==> src/rtl/cu_param.sv <==
// ============================================================================
// cu_param -- parametrised multi-cycle control unit for the accumulator CPU
//
// Decodes the 4-bit opcode held in the instruction register and sequences
// the datapath strobes (PC, IR, A register, ALU, output latch, memory).
// Memory-dependent steps (instruction fetch and operand read) can be
// stretched by MEM_WAIT wait cycles. INPUT uses an Enter press/release
// handshake so that one press of the operator switch loads A exactly once.
//
// Parameters
//   MEM_WAIT   : wait cycles before each memory-dependent step (0..15)
//   WAIT_W     : wait counter width, 2**WAIT_W must exceed MEM_WAIT
//   ENTER_SYNC : 1 = Enter goes through a 2-flop synchroniser, 0 = used raw
//
// Build option
//   CU_ILLEGAL_TRAP_EN : when defined, opcode 15 enters TRAP (Err=1, Halt=1,
//                        terminal until reset). When undefined, opcode 15
//                        behaves as NOP and Err is constant 0.
//
// Ports
//   clk          in   rising-edge clock
//   reset        in   asynchronous, active-low reset
//   Enter        in   operator input-ready switch
//   Aeq0, Apos   in   accumulator flags (A == 0, A > 0)
//   IR[3:0]      in   opcode field of the instruction register
//   IRload, PCload, JMPmux, Meminst, MemWr, Aload, Oload
//                out  datapath strobes
//   Asel[1:0]    out  A input select: 00 ALU, 01 input port, 10 memory
//   ALUop[2:0]   out  000 pass-B, 001 add, 010 sub, 011 and, 100 or, 101 not-A
//   Halt         out  processor halted
//   Err          out  illegal-opcode trap
//   DisplayState out  current state code
// ============================================================================
module cu_param #(
    parameter int MEM_WAIT   = 0,
    parameter int WAIT_W     = 4,
    parameter int ENTER_SYNC = 1
) (
    input  logic       clk,
    input  logic       reset,
    input  logic       Enter,
    input  logic       Aeq0,
    input  logic       Apos,
    input  logic [3:0] IR,
    output logic       IRload,
    output logic       PCload,
    output logic       JMPmux,
    output logic       Meminst,
    output logic       MemWr,
    output logic       Aload,
    output logic       Oload,
    output logic [1:0] Asel,
    output logic [2:0] ALUop,
    output logic       Halt,
    output logic       Err,
    output logic [4:0] DisplayState
);

    // ------------------------------------------------------------------
    // Opcodes
    // ------------------------------------------------------------------
    localparam logic [3:0] OP_LOAD    = 4'd0;
    localparam logic [3:0] OP_STORE   = 4'd1;
    localparam logic [3:0] OP_ADD     = 4'd2;
    localparam logic [3:0] OP_SUB     = 4'd3;
    localparam logic [3:0] OP_INPUT   = 4'd4;
    localparam logic [3:0] OP_JZ      = 4'd5;
    localparam logic [3:0] OP_JPOS    = 4'd6;
    localparam logic [3:0] OP_HALT    = 4'd7;
    localparam logic [3:0] OP_AND     = 4'd8;
    localparam logic [3:0] OP_OR      = 4'd9;
    localparam logic [3:0] OP_NOTA    = 4'd10;
    localparam logic [3:0] OP_JMP     = 4'd11;
    localparam logic [3:0] OP_OUT     = 4'd12;
    localparam logic [3:0] OP_JNEG    = 4'd13;
    localparam logic [3:0] OP_NOP     = 4'd14;
    localparam logic [3:0] OP_ILLEGAL = 4'd15;

    // ------------------------------------------------------------------
    // State codes (visible on DisplayState)
    // ------------------------------------------------------------------
    localparam logic [4:0] S_START  = 5'd0;
    localparam logic [4:0] S_FWAIT  = 5'd1;
    localparam logic [4:0] S_FETCH  = 5'd2;
    localparam logic [4:0] S_DECODE = 5'd3;
    localparam logic [4:0] S_DWAIT  = 5'd4;
    localparam logic [4:0] S_LOAD   = 5'd5;
    localparam logic [4:0] S_STORE  = 5'd6;
    localparam logic [4:0] S_ADD    = 5'd7;
    localparam logic [4:0] S_SUB    = 5'd8;
    localparam logic [4:0] S_AND    = 5'd9;
    localparam logic [4:0] S_OR     = 5'd10;
    localparam logic [4:0] S_NOTA   = 5'd11;
    localparam logic [4:0] S_INPUT  = 5'd12;
    localparam logic [4:0] S_INREL  = 5'd13;
    localparam logic [4:0] S_JZ     = 5'd14;
    localparam logic [4:0] S_JPOS   = 5'd15;
    localparam logic [4:0] S_JNEG   = 5'd16;
    localparam logic [4:0] S_JMP    = 5'd17;
    localparam logic [4:0] S_OUT    = 5'd18;
    localparam logic [4:0] S_HALT   = 5'd19;
    localparam logic [4:0] S_TRAP   = 5'd20;

    // ------------------------------------------------------------------
    // Datapath encodings
    // ------------------------------------------------------------------
    localparam logic [1:0] ASEL_ALU = 2'b00;
    localparam logic [1:0] ASEL_IN  = 2'b01;
    localparam logic [1:0] ASEL_MEM = 2'b10;

    localparam logic [2:0] ALU_PASSB = 3'b000;
    localparam logic [2:0] ALU_ADD   = 3'b001;
    localparam logic [2:0] ALU_SUB   = 3'b010;
    localparam logic [2:0] ALU_AND   = 3'b011;
    localparam logic [2:0] ALU_OR    = 3'b100;
    localparam logic [2:0] ALU_NOTA  = 3'b101;

    // Wait states are only reachable when MEM_WAIT > 0; the terminal count
    // is clamped to 0 otherwise so the constant stays in range.
    localparam bit                HAS_WAIT  = (MEM_WAIT > 0);
    localparam logic [WAIT_W-1:0] WAIT_LAST = (MEM_WAIT > 0) ? WAIT_W'(MEM_WAIT - 1) : '0;

    localparam int SYNC_STAGES = 2;

    // ------------------------------------------------------------------
    // Enter conditioning
    // ------------------------------------------------------------------
    logic enter_sync;

    generate
        if (ENTER_SYNC != 0) begin : g_enter_sync
            logic [SYNC_STAGES-1:0] sync_reg;
            logic [SYNC_STAGES-1:0] sync_next;

            // Each stage samples the one before it; stage 0 samples the pin.
            for (genvar gi = 0; gi < SYNC_STAGES; gi++) begin : g_stage
                if (gi == 0) begin : g_first
                    assign sync_next[gi] = Enter;
                end else begin : g_chain
                    assign sync_next[gi] = sync_reg[gi-1];
                end
            end

            always_ff @(posedge clk or negedge reset) begin
                if (!reset) begin
                    sync_reg <= '0;
                end else begin
                    sync_reg <= sync_next;
                end
            end

            assign enter_sync = sync_reg[SYNC_STAGES-1];
        end else begin : g_enter_raw
            assign enter_sync = Enter;
        end
    endgenerate

    // ------------------------------------------------------------------
    // Opcode decode: execute state and whether a memory operand is read
    // ------------------------------------------------------------------
    logic [4:0] exec_state;
    logic       mem_op;

    always_comb begin
        exec_state = S_START;
        mem_op     = 1'b0;
        case (IR)
            OP_LOAD:    begin exec_state = S_LOAD;  mem_op = 1'b1; end
            OP_STORE:   exec_state = S_STORE;
            OP_ADD:     begin exec_state = S_ADD;   mem_op = 1'b1; end
            OP_SUB:     begin exec_state = S_SUB;   mem_op = 1'b1; end
            OP_INPUT:   exec_state = S_INPUT;
            OP_JZ:      exec_state = S_JZ;
            OP_JPOS:    exec_state = S_JPOS;
            OP_HALT:    exec_state = S_HALT;
            OP_AND:     begin exec_state = S_AND;   mem_op = 1'b1; end
            OP_OR:      begin exec_state = S_OR;    mem_op = 1'b1; end
            OP_NOTA:    exec_state = S_NOTA;
            OP_JMP:     exec_state = S_JMP;
            OP_OUT:     exec_state = S_OUT;
            OP_JNEG:    exec_state = S_JNEG;
            OP_NOP:     exec_state = S_START;
`ifdef CU_ILLEGAL_TRAP_EN
            OP_ILLEGAL: exec_state = S_TRAP;
`else
            OP_ILLEGAL: exec_state = S_START;
`endif
            default:    exec_state = S_START;
        endcase
    end

    // ------------------------------------------------------------------
    // State, wait counter and latched execute target
    // ------------------------------------------------------------------
    logic [4:0]        state_reg, state_next;
    logic [WAIT_W-1:0] wait_cnt_reg, wait_cnt_next;
    // Execute target captured in DECODE so DWAIT does not depend on IR
    // staying stable through the operand wait.
    logic [4:0]        exec_reg, exec_next;
    logic              wait_done;

    assign wait_done = (wait_cnt_reg == WAIT_LAST);

    always_comb begin
        state_next    = state_reg;
        wait_cnt_next = '0;          // counter is 0 on entry to any wait state
        exec_next     = exec_reg;
        case (state_reg)
            S_START: state_next = HAS_WAIT ? S_FWAIT : S_FETCH;
            S_FWAIT: begin
                if (wait_done) begin
                    state_next = S_FETCH;
                end else begin
                    wait_cnt_next = wait_cnt_reg + WAIT_W'(1);
                end
            end
            S_FETCH: state_next = S_DECODE;
            S_DECODE: begin
                exec_next = exec_state;
                if (mem_op && HAS_WAIT) begin
                    state_next = S_DWAIT;
                end else begin
                    state_next = exec_state;
                end
            end
            S_DWAIT: begin
                if (wait_done) begin
                    state_next = exec_reg;
                end else begin
                    wait_cnt_next = wait_cnt_reg + WAIT_W'(1);
                end
            end
            S_LOAD, S_STORE, S_ADD, S_SUB, S_AND, S_OR, S_NOTA,
            S_JZ, S_JPOS, S_JNEG, S_JMP, S_OUT:
                state_next = S_START;
            // Load A continuously until the (synchronised) press is seen,
            // then wait for release so one press yields one INPUT.
            S_INPUT: if (enter_sync)  state_next = S_INREL;
            S_INREL: if (!enter_sync) state_next = S_START;
            S_HALT:  state_next = S_HALT;
`ifdef CU_ILLEGAL_TRAP_EN
            S_TRAP:  state_next = S_TRAP;
`else
            S_TRAP:  state_next = S_START;
`endif
            default: state_next = S_START;
        endcase
    end

    always_ff @(posedge clk or negedge reset) begin
        if (!reset) begin
            state_reg    <= S_START;
            wait_cnt_reg <= '0;
            exec_reg     <= S_START;
        end else begin
            state_reg    <= state_next;
            wait_cnt_reg <= wait_cnt_next;
            exec_reg     <= exec_next;
        end
    end

    // ------------------------------------------------------------------
    // Moore outputs; conditional jumps gate PCload with the live flags
    // ------------------------------------------------------------------
    always_comb begin
        IRload  = 1'b0;
        PCload  = 1'b0;
        JMPmux  = 1'b0;
        Meminst = 1'b0;
        MemWr   = 1'b0;
        Aload   = 1'b0;
        Oload   = 1'b0;
        Asel    = ASEL_ALU;
        ALUop   = ALU_PASSB;
        Halt    = 1'b0;
        Err     = 1'b0;
        case (state_reg)
            S_FETCH: begin
                IRload = 1'b1;
                PCload = 1'b1;
            end
            S_DECODE, S_DWAIT: Meminst = 1'b1;
            S_LOAD: begin
                Meminst = 1'b1;
                Asel    = ASEL_MEM;
                Aload   = 1'b1;
                ALUop   = ALU_PASSB;
            end
            S_STORE: begin
                Meminst = 1'b1;
                MemWr   = 1'b1;
            end
            S_ADD: begin
                Meminst = 1'b1;
                Aload   = 1'b1;
                ALUop   = ALU_ADD;
            end
            S_SUB: begin
                Meminst = 1'b1;
                Aload   = 1'b1;
                ALUop   = ALU_SUB;
            end
            S_AND: begin
                Meminst = 1'b1;
                Aload   = 1'b1;
                ALUop   = ALU_AND;
            end
            S_OR: begin
                Meminst = 1'b1;
                Aload   = 1'b1;
                ALUop   = ALU_OR;
            end
            S_NOTA: begin
                Aload = 1'b1;
                ALUop = ALU_NOTA;
            end
            S_INPUT: begin
                Asel  = ASEL_IN;
                Aload = 1'b1;
            end
            S_JZ: begin
                JMPmux = 1'b1;
                PCload = Aeq0;
            end
            S_JPOS: begin
                JMPmux = 1'b1;
                PCload = Apos;
            end
            S_JNEG: begin
                JMPmux = 1'b1;
                PCload = !Aeq0 && !Apos;   // negative: neither zero nor positive
            end
            S_JMP: begin
                JMPmux = 1'b1;
                PCload = 1'b1;
            end
            S_OUT:  Oload = 1'b1;
            S_HALT: Halt  = 1'b1;
`ifdef CU_ILLEGAL_TRAP_EN
            S_TRAP: begin
                Halt = 1'b1;
                Err  = 1'b1;
            end
`endif
            default: ;
        endcase
    end

    assign DisplayState = state_reg;

endmodule
==> config.mk <==
export PLATFORM = sky130hd
export DESIGN_NAME = cu_param
export DESIGN_NICKNAME = d
export VERILOG_FILES = /design/src/rtl/cu_param.sv
export SDC_FILE = /design/constraint.sdc
export NUM_CORES = 1
export LEC_CHECK = 0
export ABC_CLOCK_PERIOD_IN_PS = 2430
export BUFFER_PORTS_ARGS = -buffer_cell sky130_fd_sc_hd__buf_2
export CAP_MARGIN = 20
export CORE_UTILIZATION = 45
export DETAILED_ROUTE_END_ITERATION = 6
export HOLD_SLACK_MARGIN = 0.12
export PLACE_DENSITY = 0.65
export SYNTH_ARGS = -nofsm -noshare
export SYNTH_HDL_FRONTEND = slang
export SYNTH_SLANG_ARGS = --single-unit
==> constraint.sdc <==
create_clock -name clk -period 2.43 [get_ports clk]
set_input_delay 0.486 -clock clk [delete_from_list [all_inputs] [get_ports clk]]
set_output_delay 0.486 -clock clk [all_outputs]
set_load 0.1 [all_outputs]
; After elaboration in Yosys (flattened, before gate mapping)
; Index checks and enable logic that the tools add are counted.
[word_totals]
ff_bits = 16
output_inout_bits = 19
wordCells = 74
[op_classes]
n_addsub = 1
n_reduce_logical = 13
eq_ne = 38
n_mux = 18
[ops]
columns = cell, count
row1 = 5-bit case mux with 15 select lines, 1
row2 = 5-bit by 4-bit == test with 1-bit output (second input constant), 8
row3 = 5-bit case mux with 8 select lines, 1
row4 = 4-bit == test (second input constant), 8
row5 = 5-bit by 3-bit == test with 1-bit output (second input constant), 4
row6 = 5-bit == test (second input constant), 4
row7 = 5-bit 2-to-1 mux, 4
row8 = 4-bit by 3-bit == test with 1-bit output (second input constant), 4
row9 = 3-bit case mux with 5 select lines, 1
row10 = 5-bit by 2-bit == test with 1-bit output (second input constant), 2
row11 = 4-bit by 2-bit == test with 1-bit output (second input constant), 2
row12 = 4-bit zero test, 2
row13 = 4-bit 2-to-1 mux, 2
row14 = 2-bit inequality test (second input constant), 4
row15 = 8-bit OR reduction, 1
row16 = 1-bit 2-to-1 mux, 7
row17 = 7-bit OR reduction, 1
row18 = 2-bit OR reduction, 3
row19 = 5-bit by 1-bit == test with 1-bit output (second input constant), 1
row20 = 5-bit zero test, 1
row21 = 4-bit by 1-bit adder with 4-bit output (second input constant), 1
row22 = 4-bit by 1-bit == test with 1-bit output (second input constant), 1
row23 = 1-bit case mux with 4 select lines, 1
row24 = 2-bit case mux with 2 select lines, 1
row25 = other kinds (4), 5

; Depth between registers and ports, before layout
[logic_depth]
depth_word = 4
ltp_mapped = 6
depth_no_buf = 5

; Least setup slack after synthesis
; No wires, ideal clock.
[synth_path]
path_type = reg2out
startpoint = reg state_reg[0] (netlist: DisplayState[0])
endpoint = out Asel[1]
stages_incl_launch_ff = 4
arrival_time_ns = 4.588
path_buffers = 2
slack_ns = -2.644
required_time_ns = 1.944
cell_sequence = dfrtp_1 buf_4 clkbuf_1 nor4b_1
[synth_between]
elab_chain_cells = 2
elab_cells_between_ends = 3
classes_between = eq/ne (2) / mux (1)
[synth_rtl]
columns = item, line
row1 = from (decl), 195  ; logic [4:0] state_reg, state_next;
row2 = from (signal assigned), 256  ; state_reg <= state_next;
row3 = 5-bit by 4-bit == test with 1-bit output or 5-bit by 3-bit == test with 1-bit output (tied branches), 277  ; case (state_reg)
row4 = 2-bit case mux with 2 select lines (*), 277
row5 = to (decl), 52  ; output logic [1:0] Asel,
; Mark *: on every way between the ends. The rest lies on a longest branch, timed or not.

; Worst setup path in the final report
[layout_path]
startpoint = reg state_reg[0] (netlist: DisplayState[0])
endpoint = out MemWr
[layout_between]
elab_chain_cells = 2
[layout_rtl]
columns = item, line
row1 = 5-bit by 3-bit == test with 1-bit output, 277
row2 = 1-bit 2-to-1 mux, 277
row3 = to (decl), 49  ; output logic MemWr,
; No other way between the ends.

==> results.rst <==
.. list-table::
   :header-rows: 1

   * - Metric
     - Value
   * - Status
     - finished, final reports clean
   * - Placer Congestion
     - 0.761
   * - Placed wire-length estimate after detailed placement
     - 1790 microns
   * - Worst Path Required
     - 1.94 ns
   * - Final routed DRC violation total
     - 0
   * - Synthesized instance count
     - 137
   * - Clock transition at the register clock pins on the worst setup and hold paths after CTS
     - 0.09 ns
   * - Final count of pins violating max slew
     - 0
   * - Placeable core region
     - 2450 sq um
   * - #FFs+latches synth
     - 16
   * - GRT Residual Overflow
     - 0
   * - Number of maximum-capacitance constraint violations
     - 0
   * - Sinks on Clock Net
     - 16
   * - Iter 0 DRT Violations
     - 23
   * - Number of iterations in the first detailed-routing pass
     - 4
   * - Area of the mapped netlist
     - 1160 sq um
   * - Warnings, synthesis
     - 0
   * - Final worst-path cycle share
     - 96.7%
   * - HP Class
     - input port to flop
   * - Mean instance size in the synthesized netlist
     - 8.45 sq um
   * - Distinct cells, synth
     - 45
   * - Synthesized net count
     - 148
   * - Share of cells above drive strength 1
     - 39.2%
   * - Number of antenna cells inserted
     - 0
   * - Critical path's largest stage delay
     - 0.59 ns
   * - Synth-to-Final Area Change
     - 33.8%
   * - Via count
     - 1065
   * - Fmax
     - 425 MHz
   * - Shortest period the worst path allows
     - 2.35 ns
   * - Cell at the slowest stage of the critical path
     - dfrtp_4
   * - Source of the critical timing path
     - DisplayState[0]
   * - Horizontal die dimension
     - 52.7 microns
   * - Pre-CTS setup slack
     - 0.242 ns
   * - Number of nets in the final layout
     - 170
   * - Final Routed Wirelength
     - 2460 microns
   * - Setup repair after global routing missed its margin
     - no
   * - Count of port buffers added during placement
     - 26
   * - Setup-failing EPs final
     - 0
   * - Cell count after placement
     - 181
   * - Total routing resource utilization after global routing
     - 20.7%
   * - Worst setup margin
     - 0.0792 ns
   * - Clock insertion delay at the later pin of the skew report
     - 0.29 ns
   * - CTS H-tree lvls
     - 1
   * - Vias in the first global route
     - 923
   * - Number of enable-type register cells in the synthesized netlist
     - 0
   * - Number of cells on the worst reg-to-reg path
     - 6
   * - Count of cell instances traversed by the critical path
     - 3
   * - Routed length per placed instance
     - 13.1 microns
   * - Critical path cell sequence
     - nand2b_1, nor3_4, buf_2
   * - Global-route wire length before repair
     - 4090 microns
   * - Number of routed nets with antenna violations
     - 0
   * - Kind of start point of the critical path
     - flop
   * - Hold Crit Depth
     - 1
   * - Setup slack of the most critical reg-to-reg path
     - 0.23 ns
   * - Number of vias per cell
     - 5.66
   * - Total CTS buffers
     - 3
   * - Crit Reg-Reg Startpoint
     - DisplayState[3]
   * - Site Rows
     - 18
   * - Die Area
     - 2780 sq um
   * - Reg2reg end
     - DisplayState[2]
   * - CTS tree
     - done
   * - Endpoint class of the critical path
     - output port
   * - Worst-case clock skew
     - 0.00211 ns
   * - Category of cells accounting for the largest share of critical-path delay
     - flip-flops
   * - Endpoint of the most critical setup path
     - MemWr
   * - Root buffer selected by CTS
     - clkbuf_4
   * - Highest net fanout along the worst path
     - 18
   * - Count of pins on the block boundary
     - 28
   * - Dominant register cell in the synthesized netlist
     - dfrtp_1
   * - Final count of hold timing violations
     - 0
   * - Setup Crit Path Kind
     - flop to output port
   * - CTS Buffer Depth
     - 2
   * - Share of flip-flops with an asynchronous set or reset after synthesis
     - 100%
   * - Arrival time at the worst endpoint
     - 1.86 ns
   * - Initial antenna violation count
     - 0
   * - Chip Height
     - 52.7 microns
   * - Pin count of the biggest net entering global routing
     - 21
   * - Count of non-filler cells in the finished layout
     - 188
   * - Number of buffers and inverters on the critical path
     - 1
   * - Share of the yosys chip area belonging to registers
     - 34.6%
   * - Starting Density
     - 47.1%
-- final cells by class --
class	count	area, sq um
flip-flops and latches	16	419
inverters	4	15.0
fillers	214	906
repair buffers	32	215
multi-input cells	102	826
well taps	30	37.5
clock buffers	4	36.3
-- synth_stat cells, drive strengths merged (3+ instances only) --
cell type	n	area [sq um]
a21boi	3	22.5
and2	3	18.8
o21ai	9	45.0
o31ai	4	30.0
buf	6	52.6
clkbuf	9	35.0
o211ai	3	22.5
nor2	10	37.5
nand2b	7	43.8
nand3b	4	30.0
a21oi	6	33.8
nor3	5	25.0
xor2	4	35.0
nand2	12	45.0
inv	4	15.0
dfrtp	16	400
-- cell families after synthesis --
| family | Yosys count | share of synthesized area (%) |
|---|---|---|
| DFF | 16 | 34.6 |
| AOI/OAI and AO/OA | 32 | 18.3 |
| xor gates and xnor gates | 6 | 4.54 |
| and+or+nand+nor | 57 | 27.6 |
| muxes | 4 | 3.68 |
| adders and majority gates | 2 | 2.16 |
| other | 1 | 0.324 |
| buffers and inverters | 19 | 8.86 |
-- worst min-delay path by stage --
stage,startpoint,to,slack [ns]
floorplan,reset,exec_reg[0],0.19
global placement,g_enter_sync.sync_reg[0],g_enter_sync.sync_reg[1],0.33
detailed placement,g_enter_sync.sync_reg[0],g_enter_sync.sync_reg[1],0.34
CTS,Enter,g_enter_sync.sync_reg[0],0.29
global route,Enter,g_enter_sync.sync_reg[0],0.28
finish,Enter,g_enter_sync.sync_reg[0],0.29
-- cell usage in the layout, fill, tap and decap left out, drive strengths merged, types with 2 or more instances in the layout --
cell / n
xor2: 4
mux2: 2
dfrtp: 16
ha: 2
and2: 3
o21ai: 9
nor4: 2
nor3b: 2
buf: 28
mux2i: 2
o31ai: 4
nand3b: 4
or4: 2
nand2: 12
a21boi: 3
nor3: 5
nand3: 2
a21oi: 6
nand2b: 7
nor2: 10
inv: 4
or3: 2
o211ai: 3
clkbuf: 7
nor4b: 2
xnor2: 2
-- per-stage QoR --
step | util (%) | setup TNS (ns) | hold slack (ns) | area [sq um]
finish | 63.1 | 0 | 0.295 | 1550
global route | 63.1 | 0 | 0.276 | 1550
CTS | 62.0 | 0 | 0.289 | 1520
detailed placement | 59.9 | 0 | 0.336 | 1470
global placement | 59.9 | 0 | 0.331 | 1470
floorplan | - | -0.593 | 0.190 | 1410
-- worst register-to-register path, delay by kind of cell, from the launching register on --
kind,cells,cell delay [ns]
and+or+nand+nor,2,0.63
DFF,1,0.48
buffers and inverters,2,0.46
muxes,1,0.36
AOI/OAI and AO/OA,1,0.16
-- repair_timing --
action                                 CTS  global route
resized for setup                        2             4
endpoints found under the hold margin   16             0
setup endpoints to repair                1             3
pin swaps                                0             1
hold buffers                             1             0
setup buffers                            0             2
-- metal layers --
metal / routed length (microns) / GRT usage, % / up-vias
li1: - / - / 524
met1: 1130 / 27.2 / 508
met2: 1200 / 32.9 / 29
met3: 88 / 2.61 / 4
met4: 45 / 10.5 / 0
met5: 0 / 0 / -
Power is not shown: default switching activity piles up to over one toggle a cycle in this logic, so the estimate is an artifact.
